[config.mk]
export PLATFORM = sky130hd
export DESIGN_NAME = shiftreg_load_ctrl
export DESIGN_NICKNAME = d
export VERILOG_FILES = /design/src/rtl/shiftreg_load_ctrl_pkg.sv /design/src/rtl/blk_byte_counter.sv /design/src/rtl/shiftreg_load_ctrl.sv
export SDC_FILE = /design/constraint.sdc
export NUM_CORES = 1
export LEC_CHECK = 0
export ABC_AREA = 1
export ABC_CLOCK_PERIOD_IN_PS = 2009
export BUFFER_PORTS_ARGS = -buffer_cell sky130_fd_sc_hd__buf_2
export CAP_MARGIN = 15
export CORE_ASPECT_RATIO = 1.4
export CORE_MARGIN = 8
export CORE_UTILIZATION = 45
export DETAILED_ROUTE_END_ITERATION = 10
export MAX_ROUTING_LAYER = met4
export PLACE_DENSITY_LB_ADDON = 0.2
export SYNTH_ARGS = -nofsm -noshare
export SYNTH_HDL_FRONTEND = slang
export SYNTH_SLANG_ARGS = --single-unit
[constraint.sdc]
create_clock -name clk -period 2.01 [get_ports clk]
set_clock_uncertainty 0.05 [all_clocks]
set_input_delay 0.5025 -clock clk [delete_from_list [all_inputs] [get_ports clk]]
set_output_delay 0.5025 -clock clk [all_outputs]
set_load 0.02 [all_outputs]
[src/rtl/shiftreg_load_ctrl_pkg.sv]
// Shared definitions for the shift-register load controller.
//   - default block byte counts (1056-bit and 6144-bit blocks)
//   - block-size encoding carried on in_blk_size / blk_size
//   - FSM state type
//   - counter width
package shiftreg_load_ctrl_pkg;

   localparam int unsigned BLK_SMALL_BYTES_DEF = 132;  // 1056 bits
   localparam int unsigned BLK_LARGE_BYTES_DEF = 768;  // 6144 bits
   localparam int unsigned CNT_W               = 10;

   typedef enum logic {
      BLK_1056 = 1'b0,
      BLK_6144 = 1'b1
   } blk_size_e;

   typedef enum logic [1:0] {
      ST_IDLE,
      ST_FILL,
      ST_HOLD
   } state_e;

endpackage

[src/rtl/blk_byte_counter.sv]
// Byte counter for the block currently being filled.
// Ports:
//   clk, aclr_n : clock, asynchronous active-low reset
//   clr         : synchronous clear to 0 (highest priority)
//   start       : load 1 (first byte of a block)
//   inc         : count one accepted byte; saturates at limit
//   limit       : block length N in bytes
//   at_last     : next counted byte makes count equal N
module blk_byte_counter
   import shiftreg_load_ctrl_pkg::*;
#(
   parameter int unsigned W = CNT_W
) (
   input  logic         clk,
   input  logic         aclr_n,
   input  logic         clr,
   input  logic         start,
   input  logic         inc,
   input  logic [W-1:0] limit,
   output logic         at_last
);

   logic [W-1:0] count;

   always_ff @(posedge clk or negedge aclr_n) begin
      if (!aclr_n) begin
         count <= '0;
      end else if (clr) begin
         count <= '0;
      end else if (start) begin
         count <= W'(1);
      end else if (inc && (count != limit)) begin
         count <= count + W'(1);
      end
   end

   assign at_last = (count == (limit - W'(1)));

endmodule

[src/rtl/shiftreg_load_ctrl.sv]
// Loads code-block bytes into an external 8-bit-wide shift register.
// Ports:
//   clk, aclr_n             : clock, asynchronous active-low reset
//   in_valid/in_data/in_sof : upstream byte stream, in_sof marks block start
//   in_blk_size             : block size, sampled with the SOF byte
//   in_ready                : byte accepted when in_valid && in_ready
//   flush                   : synchronous abort, back to IDLE
//   sr_shift_en/sr_shiftin  : one registered 8-bit shift per accepted byte
//   sr_clr                  : one-cycle clear of the shift register
//   blk_valid/blk_size      : complete block held, and its size
//   blk_ack                 : consumer has taken the block
//   sof_err                 : sticky, SOF seen while a block was filling
// On an SOF restart sr_clr and the new byte's sr_shift_en coincide; the
// shift register is expected to clear first and then take the byte.
module shiftreg_load_ctrl
   import shiftreg_load_ctrl_pkg::*;
#(
   parameter int unsigned BLK_SMALL_BYTES = BLK_SMALL_BYTES_DEF,
   parameter int unsigned BLK_LARGE_BYTES = BLK_LARGE_BYTES_DEF
) (
   input  logic       clk,
   input  logic       aclr_n,
   input  logic       in_valid,
   input  logic [7:0] in_data,
   input  logic       in_sof,
   input  logic       in_blk_size,
   output logic       in_ready,
   input  logic       flush,
   output logic       sr_shift_en,
   output logic [7:0] sr_shiftin,
   output logic       sr_clr,
   output logic       blk_valid,
   output logic       blk_size,
   input  logic       blk_ack,
   output logic       sof_err
);

   state_e           state_q, state_d;
   blk_size_e        size_q;
   logic             shift_q, shift_d;
   logic [7:0]       shiftin_q;
   logic             clr_q, clr_d;
   logic             bv_q, bv_d;
   logic             err_q, err_set;
   logic             size_ld;
   logic             cnt_clr, cnt_start, cnt_inc, at_last;
   logic             accept;
   logic [CNT_W-1:0] limit;

   assign in_ready = (state_q != ST_HOLD);
   assign accept   = in_valid && in_ready;
   assign limit    = (size_q == BLK_6144) ? CNT_W'(BLK_LARGE_BYTES)
                                          : CNT_W'(BLK_SMALL_BYTES);

   blk_byte_counter #(.W(CNT_W)) u_cnt (
      .clk    (clk),
      .aclr_n (aclr_n),
      .clr    (cnt_clr),
      .start  (cnt_start),
      .inc    (cnt_inc),
      .limit  (limit),
      .at_last(at_last)
   );

   always_comb begin
      state_d   = state_q;
      shift_d   = 1'b0;
      clr_d     = 1'b0;
      bv_d      = 1'b0;
      cnt_clr   = 1'b0;
      cnt_start = 1'b0;
      cnt_inc   = 1'b0;
      size_ld   = 1'b0;
      err_set   = 1'b0;
      if (flush) begin
         state_d = ST_IDLE;
         clr_d   = 1'b1;
         cnt_clr = 1'b1;
      end else begin
         unique case (state_q)
            ST_IDLE: begin
               if (accept && in_sof) begin
                  state_d   = ST_FILL;
                  shift_d   = 1'b1;
                  cnt_start = 1'b1;
                  size_ld   = 1'b1;
               end
            end
            ST_FILL: begin
               if (accept) begin
                  shift_d = 1'b1;
                  if (in_sof) begin
                     err_set   = 1'b1;
                     clr_d     = 1'b1;
                     cnt_start = 1'b1;
                     size_ld   = 1'b1;
                  end else begin
                     cnt_inc = 1'b1;
                     if (at_last) state_d = ST_HOLD;
                  end
               end
            end
            ST_HOLD: begin
               // blk_valid trails HOLD entry by a cycle; ack only counts once it is up
               if (blk_ack && bv_q) begin
                  state_d = ST_IDLE;
                  cnt_clr = 1'b1;
               end else begin
                  bv_d = 1'b1;
               end
            end
            default: state_d = ST_IDLE;
         endcase
      end
   end

   always_ff @(posedge clk or negedge aclr_n) begin
      if (!aclr_n) begin
         state_q   <= ST_IDLE;
         size_q    <= BLK_1056;
         shift_q   <= 1'b0;
         shiftin_q <= '0;
         clr_q     <= 1'b0;
         bv_q      <= 1'b0;
         err_q     <= 1'b0;
      end else begin
         state_q <= state_d;
         shift_q <= shift_d;
         clr_q   <= clr_d;
         bv_q    <= bv_d;
         if (shift_d) shiftin_q <= in_data;
         if (size_ld) size_q <= blk_size_e'(in_blk_size);
         if (err_set) err_q <= 1'b1;
      end
   end

   // A flush also cancels the shift still pending from the previous cycle.
   assign sr_shift_en = shift_q && !flush;
   assign sr_shiftin  = shiftin_q;
   assign sr_clr      = clr_q;
   assign blk_valid   = bv_q;
   assign blk_size    = size_q;
   assign sof_err     = err_q;

endmodule

# After elaboration in Yosys (flattened, before gate mapping)
# Cells that the tools add are included.
[op_classes]
add_sub_neg = 2
eq_ne = 10
mux = 32
reduce_logical = 9
[ops]
columns = ["cell", "count"]
rows = [
  ["$mux W10", 4],
  ["$mux W1", 19],
  ["$ne A3 B3 Y1 const B", 5],
  ["$mux W2", 6],
  ["$add A10 B1 Y10 const B", 1],
  ["$eq A10 B10 Y1", 1],
  ["$ne A10 B10 Y1", 1],
  ["$sub A10 B1 Y10 const B", 1],
  ["$pmux W2 S3", 1],
  ["$logic_and A1 B1 Y1", 5],
  ["$reduce_and A5 Y1", 1],
  ["$pmux W1 S2", 2],
  ["$reduce_bool A3 Y1", 1],
  ["$eq A2 B1 Y1 const B", 1],
  ["$eq A2 B2 Y1 const B", 1],
  ["$logic_not A2 Y1", 1],
  ["$ne A2 B2 Y1 const B", 1],
  ["$logic_not A1 Y1", 1],
]
[word_totals]
reg_bits = 25
input_bits = 15
output_inout_bits = 14
elab_cells = 61

# Longest topological paths before layout
# Gate-level depths: netlist of the first run.
[depth]
depth_word = 9
mapped_depth = 10
ltp_nobuf = 10

# Cells and area by module
# Synthesis of the first run repeated with hierarchy kept, for this count alone.
[unflattened]
cells_unflattened = 276
hier_area_um2 = 1793.0
[by_module_without_submodules]
columns = ["module", "n_inst", "cells_per_inst", "area_each_um2", "seq_area_each_um2"]
rows = [
  ["blk_byte_counter", 1, 197, 1109.8, 250.2],
  ["shiftreg_load_ctrl", 1, 79, 683.2, 375.4],
]

# Worst setup path after synthesis of the first run
# No wires, ideal clock.
[synth_timing]
path_kind = "input-to-reg"
start = "input blk_ack"
end = "register u_cnt.count[0]"
setup_ns = 0.117
arrival_time_ns = 1.250
setup_slack_ns = 0.593
stages = 6
cell_sequence = "nand2_1 > o21ai_2 > nor2_4 > buf_6 > nand3_1 > nand2_1"
[synth_between]
elab_chain_cells = 5
word_cells_on_any_way = 6
classes_between = "4 x mux; 2 x reduce/logical"
[synth_rtl]
columns = ["element", "line_no", "text"]
rows = [
  ["from (decl)", "shiftreg_load_ctrl.sv:34", "input logic blk_ack,"],
  ["$logic_and A1 B1 Y1 *", "shiftreg_load_ctrl.sv:105", "if (blk_ack && bv_q) begin"],
  ["$mux W1 *", "shiftreg_load_ctrl.sv:105", ""],
  ["$mux W1 *", "shiftreg_load_ctrl.sv:80", "unique case (state_q)"],
  ["$mux W1 *", "shiftreg_load_ctrl.sv:75", "if (flush) begin"],
  ["$reduce_bool A3 Y1 (no source line) or $mux W10 (tied branches)", "n/a", ""],
  ["to (signal assigned)", "blk_byte_counter.sv:33", "count <= count + W'(1);"],
  ["to (decl)", "blk_byte_counter.sv:23", "logic [W-1:0] count;"],
]
# Every way passes the cells marked *; elsewhere a longest branch is shown, timed or not.
# A chain may end at the register's enable or synchronous reset.

# Final worst setup path of the first run
[layout_timing]
start = "register u_cnt.count[0]"
end = "register u_cnt.count[9]"
[layout_between]
elab_chain_cells = 4
word_cells_on_any_way = 7
classes_between = "1 x add/sub; 1 x eq/ne; 3 x mux; 2 x reduce/logical"
[layout_rtl]
columns = ["element", "line_no", "text"]
rows = [
  ["$add A10 B1 Y10", "blk_byte_counter.sv:33", ""],
  ["$mux W10", "blk_byte_counter.sv:32", "end else if (inc && (count != limit)) begin"],
  ["$mux W10", "blk_byte_counter.sv:30", "end else if (start) begin"],
  ["$mux W10", "blk_byte_counter.sv:28", "end else if (clr) begin"],
]
# Parallel ways exist; a longest one is shown, timed or not. The select of a mux whose other input is x is not followed.

==> metrics, run 1 <==
status=finished, final reports clean; number of H-tree levels=1; largest net degree at the start of global routing=26; Root Buffer=clkbuf_8; Seq/Total Area, Yosys=42.7%; P per Cell Area=671 nW/µm²; Die W=64.2 µm; initial antenna violation count=0; Critical Path RT=2.13 ns; area leader, netlist=dfrtp_1; vias in the first global route=1406; I/O pin count=29; CTS Buf Count=3; critical setup path kind=register to register; Slew headroom=63.6%; ys async rst share=100%; gp weighted congestion=0.866; Mapped Avg Cell Area=7.48 µm²; CP Launch Type=register; Die ar.=5360 µm²; Clock Latency Late Sink=0.27 ns; max incr delay on CP=0.48 ns; Synth Warn #=0; Die Height=83.5 µm; crit-path cells=inv_1 > ha_1 > nand2_1 > nor2_1 > nand4_1 > nand2_1 > nand2_2 > nand2_1 > nand2_1; post-synthesis net count=213; Max Cap Viol=0; ys flop type=dfrtp_1; cts hold-fix bufs=0; PostCTS Resize Cnt=0; hpwl dp=2700 µm; drt first pass iters=4; CP Capture Type=register; CTS sink cnt=25; Nets=247; Final setup viols=0; Post-route DRC=0; Longest Clk Path Bufs=2; worst slew pin tran=0.546 ns; Synth area leaders=dfrtp_1 (43%), nand2_1 (18%), nand3_1 (7.9%); PortBufs=28; Setup Total Neg Slack=0 ns; Seq cells post-synth=25; Worst EP arrival=1.77 ns; Pleak=0.941 nW; Post-DP Area=1650 µm²; crit share post-route=82.1%; Most common cell on crit path=nand2_1; design area=1700 µm²; first-pass GRT wire length=6080 µm; setup bufs post-CTS=0; CTS tree=yes; Pins Over Slew Limit=0; class of the worst hold path=primary input to async pin; total grt overflow=0; top-area cell type share of the netlist area=42.7%; WL final=3380 µm; RSZ-0062 raised after global routing=no; Initial DRC Count=76; count leader, synth=nand2_1; minimum clock period=1.65 ns; final hold violation count=0; row cnt=24; Mapped Cells=196; average routed wire per standard cell=12.6 µm; antenna cells=0; Vias/cell=5.04; synth cell count leaders=nand2_1 (70), dfrtp_1 (25), nand3_1 (23); Distinct cells, synth=25; VDD IR-drop max=0.000492 V; area delta synth->final=16.1%; max frequency=0.606 GHz; share of cells above drive strength 1=22.3%; CTS clk-pin slew, worst paths=0.09 ns; Vias=1350; Post-Syn Area=1470 µm²; Post-synth EDFFs=0; GRT Util Overall=13.9%; Initial Util=46.9%; Fill cells=307; post-route ant nets=0; CP Max Fanout=9; core area=3120 µm²; slowest CP cell=dfrtp_1
[cells in the final DEF (no fill, tap or decap), drive strengths merged]
cell    instances
nand2          74
buf            31
nand3          26
dfrtp          25
inv            25
nor2           16
nand4           7
o21ai           5
xnor2           3
nor3            3
clkbuf          3
a21oi           2
ha              2
o211ai          1
a21o            1
nand3b          1
xor2            1
o22ai           1
and2            1
clkinv          1
[layout make-up]
cell class                 instances  area, µm²  share of cell area, %
multi-input combinational        144        721                   42.4
tap                               39       48.8                   2.87
timing repair buffer              31        163                   9.57
sequential                        25        626                   36.8
clock buffer                       3       41.3                   2.43
clock inverter                     1       5.00                  0.294
inverter                          25       96.3                   5.67
[where the power goes]
| part | total [W] | leakage [nW] | switching, W | internal [W] |
|---|---|---|---|---|
| logic | 0.000257 | 0.591 | 0.000169 | 0.0000881 |
| clock network | 0.000294 | 0.0255 | 0.000155 | 0.000138 |
| registers | 0.000591 | 0.324 | 0.0000385 | 0.000552 |
[cells by family (layout without fill, tap and decap cells)]
family | Yosys count | after routing | synth area share [%]
XOR/XNOR | 4 | 4 | 2.39
flip-flops | 25 | 25 | 42.7
AND/OR/NAND/NOR | 128 | 128 | 40.6
buffers and inverters | 27 | 60 | 8.11
adder cells (fa/ha/maj) | 2 | 2 | 1.71
AO/OA/AOI/OAI | 10 | 10 | 4.44
[per-stage QoR]
stage | std cells | util (%) | total power (W) | worst slack (ns) | hold slack (ns)
finish | 268 | 54.4 | 0.00114 | 0.360 | 0.165
CTS | 268 | 54.4 | 0.00116 | 0.351 | 0.186
detailed placement | 264 | 53.0 | 0.000860 | 0.351 | 0.390
global placement | 264 | 53.0 | 0.000860 | 0.336 | 0.388
floorplan | 196 | - | 0.000762 | 0.593 | 0.157
global route | 268 | 54.4 | 0.00122 | 0.169 | 0.207
[metal layers]
layer  wire length [µm]  global-route usage [%]  vias up
met1               1450                    15.4      608
met2               1720                    24.5       42
met4                 63                    4.98        0
li1                   -                       -      693
met3                139                    2.02        7
met5                  0                       -        -
[critical path: cells and delay by family, from the launching register on]
family	cells	cell delay, ns
adders and majority gates	1	0.15
buffers and inverters	1	0.12
DFF	1	0.48
and+or+nand+nor	7	0.75
[final timing paths]
check                           cells past startpoint  slack (ns)              to      startpoint
worst max-delay path                                9        0.36  u_cnt.count[9]  u_cnt.count[0]
worst min-delay path                                1        0.17   sr_shiftin[6]          aclr_n
worst max register to register                      9        0.36  u_cnt.count[9]  u_cnt.count[0]
worst min register to register                      1        0.40         sof_err         sof_err
max in group asynchronous                           1        1.38  u_cnt.count[1]          aclr_n
min in group clk                                    3        0.37   sr_shiftin[1]      in_data[1]
[flip-flops by register name, indices dropped and copies added, names as in the netlist]
register,cells
sr_shiftin,8
blk_size,1
u_cnt.count,10
shift_q,1
state_q,2
sof_err,1
sr_clr,1
blk_valid,1
Power figures use the tool's default switching activity.
==> run 2, diff against run 1 <==
--- a/config.mk
+++ b/config.mk
@@ -5,8 +5,8 @@
 export SDC_FILE = /design/constraint.sdc
 export NUM_CORES = 1
 export LEC_CHECK = 0
-export ABC_AREA = 1
-export ABC_CLOCK_PERIOD_IN_PS = 2009
+export ABC_AREA = 0
+export ABC_CLOCK_PERIOD_IN_PS = 1600
 export BUFFER_PORTS_ARGS = -buffer_cell sky130_fd_sc_hd__buf_2
 export CAP_MARGIN = 15
 export CORE_ASPECT_RATIO = 1.4
==> constraint.sdc (replaced) <==
create_clock -name clk -period 1.6 [get_ports clk]
set_clock_uncertainty 0.05 [all_clocks]
set_input_delay 0.4 -clock clk [delete_from_list [all_inputs] [get_ports clk]]
set_output_delay 0.4 -clock clk [all_outputs]
set_load 0.02 [all_outputs]
==> run 2 against run 1 <==
  * The flow now finishes with violations (setup timing)
  * Synthesized cell count fell by 38%
  * Core utilization rose by 9.5 points
  * Non-clock buffer count rose by 24
  * Register-to-register slack got worse by 0.48 ns
  * Global-route usage rose by 0.48 points
  * Via count fell by 15%
  * Synthesized area fell by 8.4%
  * Design area rose by 7.1%
  * Total power rose by 29%
  * Count of clock-buffer cells in the layout did not move
  * Critical path type unchanged
==> metrics, run 2 <==
Initial DRC Count=24 (was 76); synth cell count leaders=dfrtp_1 (25), mux2_2 (10), nand2_1 (9) (was nand2_1 (70), dfrtp_1 (25), nand3_1 (23)); fraction of synthesized cell area in xor and xnor cells=2.61% (was 2.39%); Critical Path RT=1.75 ns (was 2.13 ns); PortBufs=28 (unchanged); final core utilization=63.9% (was 54.4%); Worst EP arrival=1.87 ns (was 1.77 ns); final hold violation count=0 (unchanged); worst slew pin tran=0.553 ns (was 0.546 ns); P_sw=0.000437 W (was 0.000362 W); Max Cap Viol=0 (unchanged); status=complete, but fails checks (was finished, final reports clean); ys async rst share=100% (unchanged); Fill cells=225 (was 307); core area=2850 µm² (was 3120 µm²); largest net degree at the start of global routing=26 (unchanged); share of cells above drive strength 1=47.2% (was 22.3%); switch share=29.7% (was 31.7%); Root Buffer=clkbuf_8 (unchanged); initial antenna violation count=0 (unchanged); count leader, synth=dfrtp_1 (was nand2_1); largest family of logic cells by synthesized area=simple AND/OR/NAND/NOR gates (unchanged); Post-route DRC=0 (unchanged); minimum clock period=1.72 ns (was 1.65 ns); total power=0.00147 W (was 0.00114 W); Pins Over Slew Limit=0 (unchanged); clock network fraction of total power=25.7% (about the same); CTS sink cnt=25 (unchanged); max reg flops=10 (unchanged); Logic pwr share=24.9% (was 22.5%); Mapped Avg Cell Area=11.1 µm² (was 7.48 µm²); Reg with most FFs=u_cnt.count (unchanged); Compound-Gate Fraction of Synth Area=10.9% (was 4.44%); Pint=0.00103 W (was 0.000779 W); drt first pass iters=4 (unchanged); Vias/cell=5.40 (was 5.04); Post-Syn Area=1340 µm² (was 1470 µm²); ys flop type=dfrtp_1 (unchanged); Synth Warn #=0 (unchanged); hpwl dp=2480 µm (was 2700 µm); GRT Util Overall=14.4% (was 13.9%); Final setup viols=6 (was 0); antenna cells=0 (unchanged); CP Max Fanout=5 (was 9); post-route ant nets=0 (unchanged); first-pass GRT wire length=5750 µm (was 6080 µm); Seq/Total Area, Yosys=46.6% (was 42.7%); gp weighted congestion=0.877 (was 0.866); Initial Util=47.1% (was 46.9%); crit share post-route=107% (was 82.1%); row cnt=23 (was 24); most common cell after layout, fill and taps aside=buf_2 (was nand2_1); CP Capture Type=register (unchanged); CTS clk-pin slew, worst paths=0.09 ns (about the same); failing checks=setup timing; Slew headroom=63.1% (was 63.6%); Longest Clk Path Bufs=2 (unchanged); Die W=62.2 µm (was 64.2 µm); vias in the first global route=1288 (was 1406); average routed wire per standard cell=15.9 µm (was 12.6 µm); WL final=3400 µm (was 3380 µm); final hold slack=0.0556 ns (was 0.165 ns); Seq. cell area=627 µm² (was 626 µm²); Seq cells post-synth=25 (unchanged); Simple-Gate Fraction of Synth Area=21.5% (was 40.6%); most frequent cells in the layout=buf_2 (27), dfrtp_1 (24), buf_4 (24), mux2_2 (10), nand2_1 (9) (was nand2_1 (70), buf_2 (28), dfrtp_1 (25), nand3_1 (23), inv_1 (20)); critical setup path kind=register to register (unchanged); Post-synth EDFFs=0 (unchanged); Sequential Power Share=49.5% (was 51.8%); total grt overflow=0 (unchanged); CTS Buf Count=3 (unchanged); max frequency=0.583 GHz (was 0.606 GHz); Nets=194 (was 247); area delta synth->final=35.6% (was 16.1%); RSZ-0062 raised after global routing=yes (was no); Distinct cells, synth=39 (was 25); Synth Area in Adders=1.86% (was 1.71%); Mapped Cells=121 (was 196); post-synthesis net count=138 (was 213); min setup slack post-route=-0.117 ns (was 0.360 ns); Vias=1151 (was 1350); CTS tree=yes (unchanged); Die Height=80.6 µm (was 83.5 µm); CP Launch Type=register (unchanged); multi-input logic area=718 µm² (was 721 µm²); Synth area leaders=dfrtp_1 (47%), mux2_2 (8.4%), mux2i_1 (4.5%) (was dfrtp_1 (43%), nand2_1 (18%), nand3_1 (7.9%)); multiplexer share of the synthesized area=12.9% (was 0%); Clock Latency Late Sink=0.27 ns (about the same); class of the worst hold path=primary input to async pin (unchanged); Pleak=0.859 nW (was 0.941 nW); top-area cell type share of the netlist area=46.6% (was 42.7%); area leader, netlist=dfrtp_1 (unchanged); VDD IR-drop max=0.000622 V (was 0.000492 V); Die ar.=5010 µm² (was 5360 µm²); number of H-tree levels=1 (unchanged); P per Cell Area=808 nW/µm² (was 671 nW/µm²); I/O pin count=29 (unchanged)
## run 2: cell count changes after synthesis, moves of 6 or more
cell	delta
mux2i_1	+6
inv_1	-14
nor2_1	-9
mux2_2	+10
nand3_1	-20
nand2_1	-61
## run 2: worst max-delay path: stages, from the launching register on
cell and delay (ns):
dfrtp_1 0.42, nor4_4 0.30, buf_4 0.16, nand4b_1 0.22, o2111a_1 0.33, nor3_2 0.16
## run 2: routing by layer
| metal | wire length (µm) | track usage (%) | share of wire, % |
|---|---|---|---|
| met1 | 1340 | 14.3 | 39 |
| met5 | 0 | - | 0 |
| met3 | 84 | 2.09 | 2.5 |
| met2 | 1910 | 27.2 | 56 |
| met4 | 64 | 6.56 | 1.9 |
## run 2: cells by family after synthesis
kind of cell	count (synthesis)
flip-flops	25
adder cells (fa/ha/maj)	2
buffers and inverters	10
AND/OR/NAND/NOR	47
XOR/XNOR	4
AO/OA/AOI/OAI	17
multiplexers	16
## run 2: per-stage QoR
stage	std cells	setup slack (ns)	setup TNS, ns	instance area, µm²
global route	213	-0.231	-1.23	1820
detailed placement	203	-0.206	-1.10	1660
floorplan	121	0.0400	0	1340
finish	213	-0.117	-0.434	1820
global placement	203	-0.135	-0.650	1660
CTS	211	-0.135	-0.505	1760
## run 2: cell type report
class	instances	area share (%)
Clock buffer	3	2.27
Clock inverter	1	0.275
Inverter	6	1.24
Multi-Input combinational cell	86	39.5
Sequential cell	25	34.4
Tap cell	37	2.54
Timing Repair Buffer	55	19.8
## run 2: power groups by stage
stage	combinational, W	clock (W)	sequential (W)
floorplan	0.000125	0	0.000814
global placement	0.000343	0	0.000735
detailed placement	0.000349	0	0.000739
CTS	0.000356	0.000390	0.000726
global route	0.000391	0.000408	0.000735
finish	0.000366	0.000377	0.000727
## run 2: final timing paths
kind                                start              to  slack, ns  cells past startpoint
min                                aclr_n  u_cnt.count[4]       0.06                      1
max                        u_cnt.count[4]  u_cnt.count[0]      -0.12                      5
max in group asynchronous          aclr_n        blk_size       1.05                      1
min in group clk               in_data[7]   sr_shiftin[7]       0.30                      2
min reg2reg                       sof_err         sof_err       0.43                      1
max reg2reg                u_cnt.count[4]  u_cnt.count[0]      -0.12                      5
## run 2: repair_timing
action | CTS | global route
setup buffers | 4 | 1
pin swaps | 3 | 1
resized for setup | 5 | 11
hold buffers | 0 | 0
cloned | 0 | 1
setup endpoints to repair | 6 | 10
